**config.mk**
```make
export PLATFORM = sky130hd
export DESIGN_NAME = opb_register_bank_ppc2simulink
export DESIGN_NICKNAME = d
export VERILOG_FILES = /design/src/rtl/opb_register_bank_ppc2simulink.sv
export SDC_FILE = /design/constraint.sdc
export NUM_CORES = 1
export LEC_CHECK = 0
export ABC_AREA = 1
export CAP_MARGIN = 20
export CORE_ASPECT_RATIO = 0.6
export CORE_MARGIN = 5
export CORE_UTILIZATION = 63
export DETAILED_ROUTE_END_ITERATION = 10
export DONT_BUFFER_PORTS = 1
export PLACE_DENSITY = 0.79
export SLEW_MARGIN = 20
export SYNTH_ARGS = -nofsm -noshare
export SYNTH_HDL_FRONTEND = slang
export SYNTH_SLANG_ARGS = --single-unit
```
**constraint.sdc**
```tcl
create_clock -name OPB_Clk -period 6.67 [get_ports OPB_Clk]
set_input_delay 2.001 -clock OPB_Clk [delete_from_list [all_inputs] [get_ports OPB_Clk]]
set_output_delay 2.001 -clock OPB_Clk [all_outputs]
set_load 0.1 [all_outputs]
```
**src/rtl/opb_register_bank_ppc2simulink.sv**
```systemverilog
// OPB slave register bank: shadow registers written over OPB, copied to the user-side
// active registers on a CTRL commit. Build option OPB_REGBANK_READBACK_EN adds register readback.
`timescale 1ns/1ps
module opb_register_bank_ppc2simulink #(
  parameter logic [31:0] C_BASEADDR   = 32'h01181100,
  parameter logic [31:0] C_HIGHADDR   = 32'h011811FF,
  parameter int          C_OPB_AWIDTH = 32,
  parameter int          C_OPB_DWIDTH = 32,
  parameter int          C_NUM_REGS   = 4,
  parameter string       C_FAMILY     = "virtex6"
) (
  input  logic                    OPB_Clk,
  input  logic                    OPB_Rst,
  input  logic [0:31]             OPB_ABus,
  input  logic [0:3]              OPB_BE,
  input  logic [0:31]             OPB_DBus,
  input  logic                    OPB_RNW,
  input  logic                    OPB_select,
  input  logic                    OPB_seqAddr,
  output logic [0:31]             Sl_DBus,
  output logic                    Sl_xferAck,
  output logic                    Sl_errAck,
  output logic                    Sl_retry,
  output logic                    Sl_toutSup,
  output logic [C_NUM_REGS*32-1:0] user_data_out,
  output logic                    user_load
);

  if (C_NUM_REGS < 1 || C_NUM_REGS > 16 || C_OPB_AWIDTH != 32 || C_OPB_DWIDTH != 32 ||
      C_FAMILY == "") begin : g_bad_cfg
    $error("opb_register_bank_ppc2simulink: illegal parameter set");
  end

  localparam logic [29:0] ACTIVE_WORD = 30'd16;
  localparam logic [29:0] CTRL_WORD   = 30'd32;
  localparam logic [29:0] STATUS_WORD = 30'd33;

  typedef enum logic [0:0] {ST_IDLE = 1'b0, ST_ACK = 1'b1} state_e;

  state_e      state_r, state_next_s;
  logic [31:0] abus_s, off_s, wdata_s, rdata_s;
  logic [29:0] word_s;
  logic [3:0]  be_s;
  logic        hit_s, commit_s, wr_ack_s, unused_s;

  logic        ack_r, req_rnw_r, user_load_r;
  logic [29:0] req_word_r;
  logic [3:0]  req_be_r;
  logic [31:0] req_data_r, sl_dbus_r;
  logic [15:0] commit_cnt_r;
  logic [31:0] shadow_r [C_NUM_REGS];
  logic [31:0] active_r [C_NUM_REGS];

  // Big-endian OPB vectors assigned numerically: be_s[0] is the byte holding DBus[24:31].
  assign abus_s   = OPB_ABus;
  assign wdata_s  = OPB_DBus;
  assign be_s     = OPB_BE;
  assign off_s    = abus_s - C_BASEADDR;
  assign word_s   = off_s[31:2];
  assign hit_s    = OPB_select && (abus_s >= C_BASEADDR) && (abus_s <= C_HIGHADDR);
  assign unused_s = ^{OPB_seqAddr, off_s[1:0]};

  assign wr_ack_s = (state_r == ST_ACK) && !req_rnw_r;
  assign commit_s = wr_ack_s && (req_word_r == CTRL_WORD) && req_be_r[0] && req_data_r[0];

  // Next-state logic: every hit gets exactly one ACK cycle, then back to IDLE.
  always_comb begin
    state_next_s = state_r;
    case (state_r)
      ST_IDLE: begin
        if (hit_s) state_next_s = ST_ACK;
        else       state_next_s = ST_IDLE;
      end
      ST_ACK:  state_next_s = ST_IDLE;
      default: state_next_s = ST_IDLE;
    endcase
  end

  // Read data selection for the address presented in the hit cycle.
  always_comb begin
    rdata_s = 32'h0000_0000;
    if (word_s == STATUS_WORD) begin
      rdata_s = {16'h0000, commit_cnt_r};
    end else begin
`ifdef OPB_REGBANK_READBACK_EN
      for (int k = 0; k < C_NUM_REGS; k++) begin
        rdata_s = (word_s == 30'(k)) ? shadow_r[k] : rdata_s;
        rdata_s = (word_s == ACTIVE_WORD + 30'(k)) ? active_r[k] : rdata_s;
      end
`else
      rdata_s = 32'h0000_0000;
`endif
    end
  end

  // Bus-side state: FSM, request capture and registered slave outputs.
  always_ff @(posedge OPB_Clk) begin
    if (OPB_Rst) begin
      state_r    <= ST_IDLE;
      ack_r      <= 1'b0;
      sl_dbus_r  <= 32'h0000_0000;
      req_rnw_r  <= 1'b0;
      req_word_r <= 30'd0;
      req_be_r   <= 4'h0;
      req_data_r <= 32'h0000_0000;
    end else begin
      state_r   <= state_next_s;
      ack_r     <= (state_next_s == ST_ACK);
      sl_dbus_r <= (state_r == ST_IDLE && hit_s && OPB_RNW) ? rdata_s : 32'h0000_0000;
      if (state_r == ST_IDLE && hit_s) begin
        req_rnw_r  <= OPB_RNW;
        req_word_r <= word_s;
        req_be_r   <= be_s;
        req_data_r <= wdata_s;
      end
    end
  end

  // Register file: byte-masked shadow writes, commit to active, commit counter and load strobe.
  always_ff @(posedge OPB_Clk) begin
    if (OPB_Rst) begin
      for (int k = 0; k < C_NUM_REGS; k++) begin
        shadow_r[k] <= 32'h0000_0000;
        active_r[k] <= 32'h0000_0000;
      end
      commit_cnt_r <= 16'h0000;
      user_load_r  <= 1'b0;
    end else begin
      user_load_r <= commit_s;
      if (commit_s) begin
        for (int k = 0; k < C_NUM_REGS; k++) active_r[k] <= shadow_r[k];
        commit_cnt_r <= commit_cnt_r + 16'd1;
      end
      for (int k = 0; k < C_NUM_REGS; k++) begin
        if (wr_ack_s && req_word_r == 30'(k)) begin
          for (int b = 0; b < 4; b++) begin
            if (req_be_r[b]) shadow_r[k][8*b +: 8] <= req_data_r[8*b +: 8];
          end
        end
      end
    end
  end

  for (genvar k = 0; k < C_NUM_REGS; k++) begin : g_user
    assign user_data_out[32*k +: 32] = active_r[k];
  end

  assign Sl_DBus    = sl_dbus_r;
  assign Sl_xferAck = ack_r;
  assign Sl_errAck  = 1'b0;
  assign Sl_retry   = 1'b0;
  assign Sl_toutSup = 1'b0;
  assign user_load  = user_load_r;

endmodule

```
==> reports/qor.yml, run 1 <==
post_cts_resized: 0
grt_max_degree: 80
report.final.slew_viol_count: 0
setup_viol: 0
via_count: 9939
crit_start: "OPB_ABus[2]"
hold_path_end: "commit_cnt_r[14]"
dpl.cell_count: 1766
start_util_pct: 63.89
critPathBufInv: 1
via_per_inst: 5.449
rows: 43
post_cts_buffers: 0
rsz0062_at_grt: "false"
clock_skew_ns: 0.02558
cp_top_family: "simple AND/OR/NAND/NOR gates"
max_cap_viol_count: 0
power_frac_clock_pct: 37.2
hold_path.class: "reg2reg"
period_needed_ns: 4.125
synthToLayoutAreaGrowth_pct: 7.229
p_int_mw: 3.334
p_leak_nw: 6.100
arrival_ns: 4.61
core_um2: 23080
max-slew-margin-rel_pct: 31.91
endpoint_kind: "register"
r2r_slack_ns: 3.66
antenna_cells: 0
fin_cells: 1824
dpl.hpwl_um: 23410
worst-path-max-fanout: 37
drcViolationCount: 0
drt_first_pass_iters: 5
clockRootBuffer: "clkbuf_16"
numCtsBuffers: 31
die_width_um: 207.5
fmax_mhz: 242.4
multiInputGateArea_um2: 3826
r2r_end: "active_r[3][2]"
nets: 1560
async_flop_share_pct: 0
wl_per_cell_um: 18.45
fp.dieArea_um2: 26670
start_kind: "input pin"
crit_path_max_incr_delay_ns: 0.71
cts_tree: "done"
ys_seq_elements: 357
cts-hold-fix-buffers: 0
drtIter0Drc: 1038
crit_type: "in2reg"
p_sw_share_pct: 25.68
status: "finished clean"
clock_path_buffers: 3
yosysWarnings: 0
cp_slowest_cell: "a21oi_4"
min_period_over_period_pct: 61.84
overflow: 0
ant_nets: 0
synth-edff-count: 256
combPwrFrac_pct: 3.5
drt-total-wl_um: 33660
clk_latency_ns: 0.57
htreeDepth: 1
switching_power_mw: 1.152
cellPowerDensity_nw_per_um2: 283.7
p_seq_share_pct: 59.3
yosysSeqAreaShare_pct: 65.84
portBuffers: 0
rr_startpoint: "req_word_r[26]"
yosysUniqueCellTypes: 32
grt_use_total_pct: 24.52
grt_antenna_before_repair: 0
netlist_area_um2: 14750
clkTransAtPathRegs_ns: 0.07
tightestPinTransition_ns: 1.020
numClockSinks: 357
io_pins: 238
grt_first_pass_wirelength_um: 51380
drive_gt1_share_pct: 6.296
die_y_um: 128.5
avgSynthCellArea_um2: 9.930
grt_pass1_vias: 9095
gp_congestion: 1.001
worst_ep_required_time_ns: 7.16
min_delay_path_depth: 2
irDropWorstVdd_mv: 0.1857
seq_area_um2: 9709
hold_start: "commit_cnt_r[14]"
r2r_cells: 10
hold_viol: 0
n_fill_cell: 1700
setup_tns_ns: 0
synth_ff_type: "edfxtp_1"
path_cells: "inv_1, nand2_1, nor2_1, nand2_1, nor2_2, nand2_1, nand2_2, nand2_2, a21oi_4, nand3_2, nor2_2, nand2_2, nor2_1"
synth_cells: 1485
## tightest hold or removal path, stage by stage, from the launching register on
cell	delay, ns
dfxtp_1	0.31
nand2_1	0.06
a21oi_1	0.06
## layout make-up
| class | instances | area share, % |
|---|---|---|
| multi-input combinational | 848 | 24.20 |
| inverter | 239 | 5.689 |
| tap | 315 | 2.492 |
| sequential | 357 | 61.40 |
| clock inverter | 18 | 0.7042 |
| timing repair buffer | 7 | 0.3323 |
| clock buffer | 40 | 5.183 |
## cells by family (layout without fill, tap and decap cells)
logic type      count (synthesis)  in the layout  share of synthesized area [%]
flops                         357            357                          65.84
other cells                     1             19                        0.02543
xor+xnor                       10             10                         0.5939
fa+ha+maj                       3              3                         0.2546
simple gates                  726            726                          20.52
buf+inv                       298            304                          8.773
compound gates                 90             90                          3.988
## synthesized netlist by cell type (8+ instances only)
master    number  area (um^2)
a211oi_1      31        232.7
a21oi_1       24        120.1
buf_2         11        55.05
buf_4         21        157.7
buf_6         11        123.9
clkbuf_1      12        45.04
dfxtp_1      101         2022
edfxtp_1     256         7687
inv_1        231        867.1
inv_2          8        30.03
nand2_1      181        679.4
nand3_1       62        310.3
nand4_1       16        100.1
nor2_1       422         1584
nor2_4        14        157.7
nor3_1        10        50.05
o21ai_0       26        130.1
xor2_1        10        87.58
## worst max-delay path by stage
| stage | slack, ns | cells past startpoint | end |
|---|---|---|---|
| after global placement | 2.17 | 13 | Sl_DBus[21] |
| after global routing | 2.34 | 13 | Sl_DBus[31] |
| after detailed placement | 2.07 | 13 | Sl_DBus[26] |
| final | 2.55 | 13 | Sl_DBus[27] |
| after floorplan | 0.86 | 4 | active_r[0][0] |
| after CTS | 2.64 | 13 | Sl_DBus[26] |
## placed cells by master, fill, tap and decap left out, types with 2 or more instances in the layout
cell type   Yosys  routed
nand2_2         6       6
ha_1            3       3
nor3_1         10      10
clkinv_2        0       4
o21ai_0        26      23
buf_4          21       7
nand4_1        16      16
inv_1         231     230
clkinv_1        0       6
a211oi_1       31      31
edfxtp_1      256     256
nor4_1          5       5
nand3_1        62      62
dfxtp_1       101     101
clkinvlp_4      0       3
conb_1          1      19
xor2_1         10      10
inv_2           8       8
nand3b_1        2       2
clkbuf_1       12       8
nor2_2          4       4
o21ai_1         0       3
nor2_4         14      14
nand2_1       181     180
nor2_1        422     422
a211oi_2        6       6
inv_6           0       3
clkbuf_16       0      31
a21oi_1        24      24
## routing by layer
metal / GRT usage, % / vias up / part of all wire (%)
met5: 0 / - / 0
met4: 4.662 / 0 / 1.7
met3: 6.896 / 51 / 9.5
met2: 36.01 / 435 / 43
met1: 37.38 / 4738 / 45
li1: - / 4715 / -
## registers in the layout (all words and copies together) (netlist names)
| register | flops |
|---|---|
| Sl_DBus | 16 |
| Sl_xferAck | 1 |
| active_r | 128 |
| commit_cnt_r | 16 |
| req_be_r | 4 |
| req_data_r | 32 |
| req_rnw_r | 1 |
| req_word_r | 30 |
| shadow_r | 128 |
| user_load | 1 |
## metrics by stage
step | setup slack [ns] | power, mW | utilization [%] | hold WS [ns] | instance area, um^2
2_1_floorplan | 0.8620 | 2.838 | - | 0.4411 | 14810
3_3_place_gp | 2.170 | 2.860 | 64.48 | 0.4488 | 14880
3_5_place_dp | 2.065 | 2.863 | 64.48 | 0.4535 | 14880
4_1_cts | 2.637 | 4.508 | 68.51 | 0.4640 | 15810
5_1_grt | 2.342 | 4.622 | 68.51 | 0.4880 | 15810
6_report | 2.545 | 4.486 | 68.51 | 0.4663 | 15810
## power by group through the flow
stage / Sequential [mW] / Combinational [mW] / Clock (mW)
3_5_place_dp: 2.71 / 0.155 / 0
6_report: 2.66 / 0.158 / 1.67
3_3_place_gp: 2.71 / 0.154 / 0
2_1_floorplan: 2.70 / 0.139 / 0
4_1_cts: 2.66 / 0.156 / 1.69
5_1_grt: 2.66 / 0.171 / 1.79
No activity file was read; power rests on OpenSTA's default activity.
==> run 2, diff against run 1 <==
==> constraint.sdc (replaced) <==
create_clock -name OPB_Clk -period 3.9 [get_ports OPB_Clk]
set_input_delay 1.17 -clock OPB_Clk [delete_from_list [all_inputs] [get_ports OPB_Clk]]
set_output_delay 1.17 -clock OPB_Clk [all_outputs]
set_load 0.1 [all_outputs]
==> reports/qor.yml, run 2 (same netlist as run 1, synthesis figures left out) <==
endpoint_kind: "register"
rows: 43  # unchanged
n_fill_cell: 1697  # -0.18%
grt_pass1_vias: 9274  # +2.0%
clk_latency_ns: 0.57  # about the same
drtIter0Drc: 973  # -6.3%
arrival_ns: 3.36  # -1.25 ns
drive_gt1_share_pct: 6.543  # +0.25 points
crit_type: "in2reg"
post_cts_buffers: 0  # unchanged
overflow: 0  # unchanged
irDropWorstVdd_mv: 0.3465  # +87%
dpl.hpwl_um: 23210  # -0.86%
core_um2: 23080  # unchanged
period_needed_ns: 2.892
report.final.slew_viol_count: 0  # unchanged
max_cap_viol_count: 0  # unchanged
grt_max_degree: 67  # -16%
fin_cells: 1828  # +0.22%
via_per_inst: 5.396  # -0.98%
synthToLayoutAreaGrowth_pct: 7.959
final_cell_mix: "422 x nor2_1, 256 x edfxtp_1, 229 x inv_1, 180 x nand2_1, 101 x dfxtp_1"
grt_use_total_pct: 24.07  # -0.45 points
numCtsBuffers: 30  # -3.2%
fmax_mhz: 345.7
io_pins: 238  # unchanged
via_count: 9863  # -0.76%
start_kind: "input pin"
gp_congestion: 0.9714  # -3.0%
drt_first_pass_iters: 5  # unchanged
die_y_um: 128.5  # unchanged
max-slew-margin-rel_pct: 28.03  # -3.9 points
p_leak_nw: 6.152  # +0.86%
start_util_pct: 63.89  # unchanged
hold_viol: 0  # unchanged
clockRootBuffer: "clkbuf_16"
setup_viol: 0  # unchanged
dpl.cell_count: 1772  # +0.34%
numClockSinks: 357  # unchanged
total_power_mw: 7.710  # +72%
portBuffers: 0  # unchanged
hold_path.class: "reg2reg"
nets: 1565  # +0.32%
clock_path_buffers: 3  # unchanged
clock_skew_ns: 0.03219  # +0.006612 ns
worst_ep_required_time_ns: 4.36  # -2.80 ns
dp_worst_setup_slack_ns: 0.5700  # -1.495 ns
ant_nets: 0  # unchanged
fp.dieArea_um2: 26670  # unchanged
die_width_um: 207.5  # unchanged
grt_antenna_before_repair: 0  # unchanged
layout_setup_ws_ns: 1.008  # -1.538 ns
min_period_over_period_pct: 74.16
tightestPinTransition_ns: 1.068  # +0.04838 ns
cts_tree: "done"
worst-path-max-fanout: 16  # -57%
wl_per_cell_um: 18.11  # -1.9%
cts-hold-fix-buffers: 0  # unchanged
top_regs: "active_r x128, shadow_r x128, req_data_r x32"
antenna_cells: 0  # unchanged
htreeDepth: 1  # unchanged
rsz0062_at_grt: "false"
post_cts_resized: 0  # unchanged
grt_first_pass_wirelength_um: 50860  # -1.0%
clkTransAtPathRegs_ns: 0.06  # about the same
cellPowerDensity_nw_per_um2: 484.3  # +71%
final_common_cell: "nor2_1"
drcViolationCount: 0  # unchanged
drt-total-wl_um: 33110  # -1.6%
fin_util_pct: 68.98  # +0.47 points
status: "finished clean"
setup_tns_ns: 0  # unchanged
==> run 2: final timing paths <==
| path | startpoint | endpoint | slack [ns] | depth (start not counted) |
|---|---|---|---|---|
| setup reg to reg | req_word_r[14] | shadow_r[3][21] | 1.17 | 9 |
| hold / removal | req_word_r[21] | req_word_r[21] | 0.47 | 2 |
| hold reg to reg | req_word_r[21] | req_word_r[21] | 0.47 | 2 |
| setup / recovery | OPB_ABus[23] | Sl_DBus[31] | 1.01 | 15 |
==> run 2: metrics by stage <==
stage | hold slack (ns) | cell area (um^2)
after global routing | 0.4974 | 15920
after detailed placement | 0.4576 | 14970
final | 0.4725 | 15920
after floorplan | 0.4411 | 14820
after CTS | 0.4729 | 15920
after global placement | 0.4495 | 14970
==> run 2: layout make-up <==
type,count,area [um^2],area share (%)
Sequential cell,357,9709,60.99
Multi-Input combinational cell,848,3835,24.09
Inverter,239,899.6,5.651
Clock buffer,43,819.5,5.148
Tap cell,315,394.1,2.476
Timing Repair Buffer,13,135.1,0.8488
Clock inverter,13,127.6,0.8016
==> run 2: metal layers <==
layer	up-vias	GRT usage, %	routed length, um
li1	4713	-	-
met1	4663	35.03	14690
met2	440	37.45	14800
met3	47	6.457	3064
met4	0	4.701	546
met5	-	0	0
==> run 2: worst max-delay path: stages <==
cell and delay (ns):
inv_1 0.06, ha_1 0.25, nand2_1 0.18, nand2_1 0.18, nand2_1 0.15, nand3_1 0.13, nand2_1 0.12, nand2_1 0.07
nand2_1 0.07, nand2_1 0.04, nand2_1 0.13, nand2_1 0.09, nor2_2 0.12, nand2_2 0.37, nor2_1 0.22
==> run 2: power breakdown <==
| part | internal, mW | leakage, nW | total (mW) | switching [mW] |
|---|---|---|---|---|
| clock network | 1.60 | 0.457 | 2.89 | 1.29 |
| logic | 0.0460 | 2.32 | 0.273 | 0.227 |
| registers | 4.16 | 3.38 | 4.55 | 0.387 |
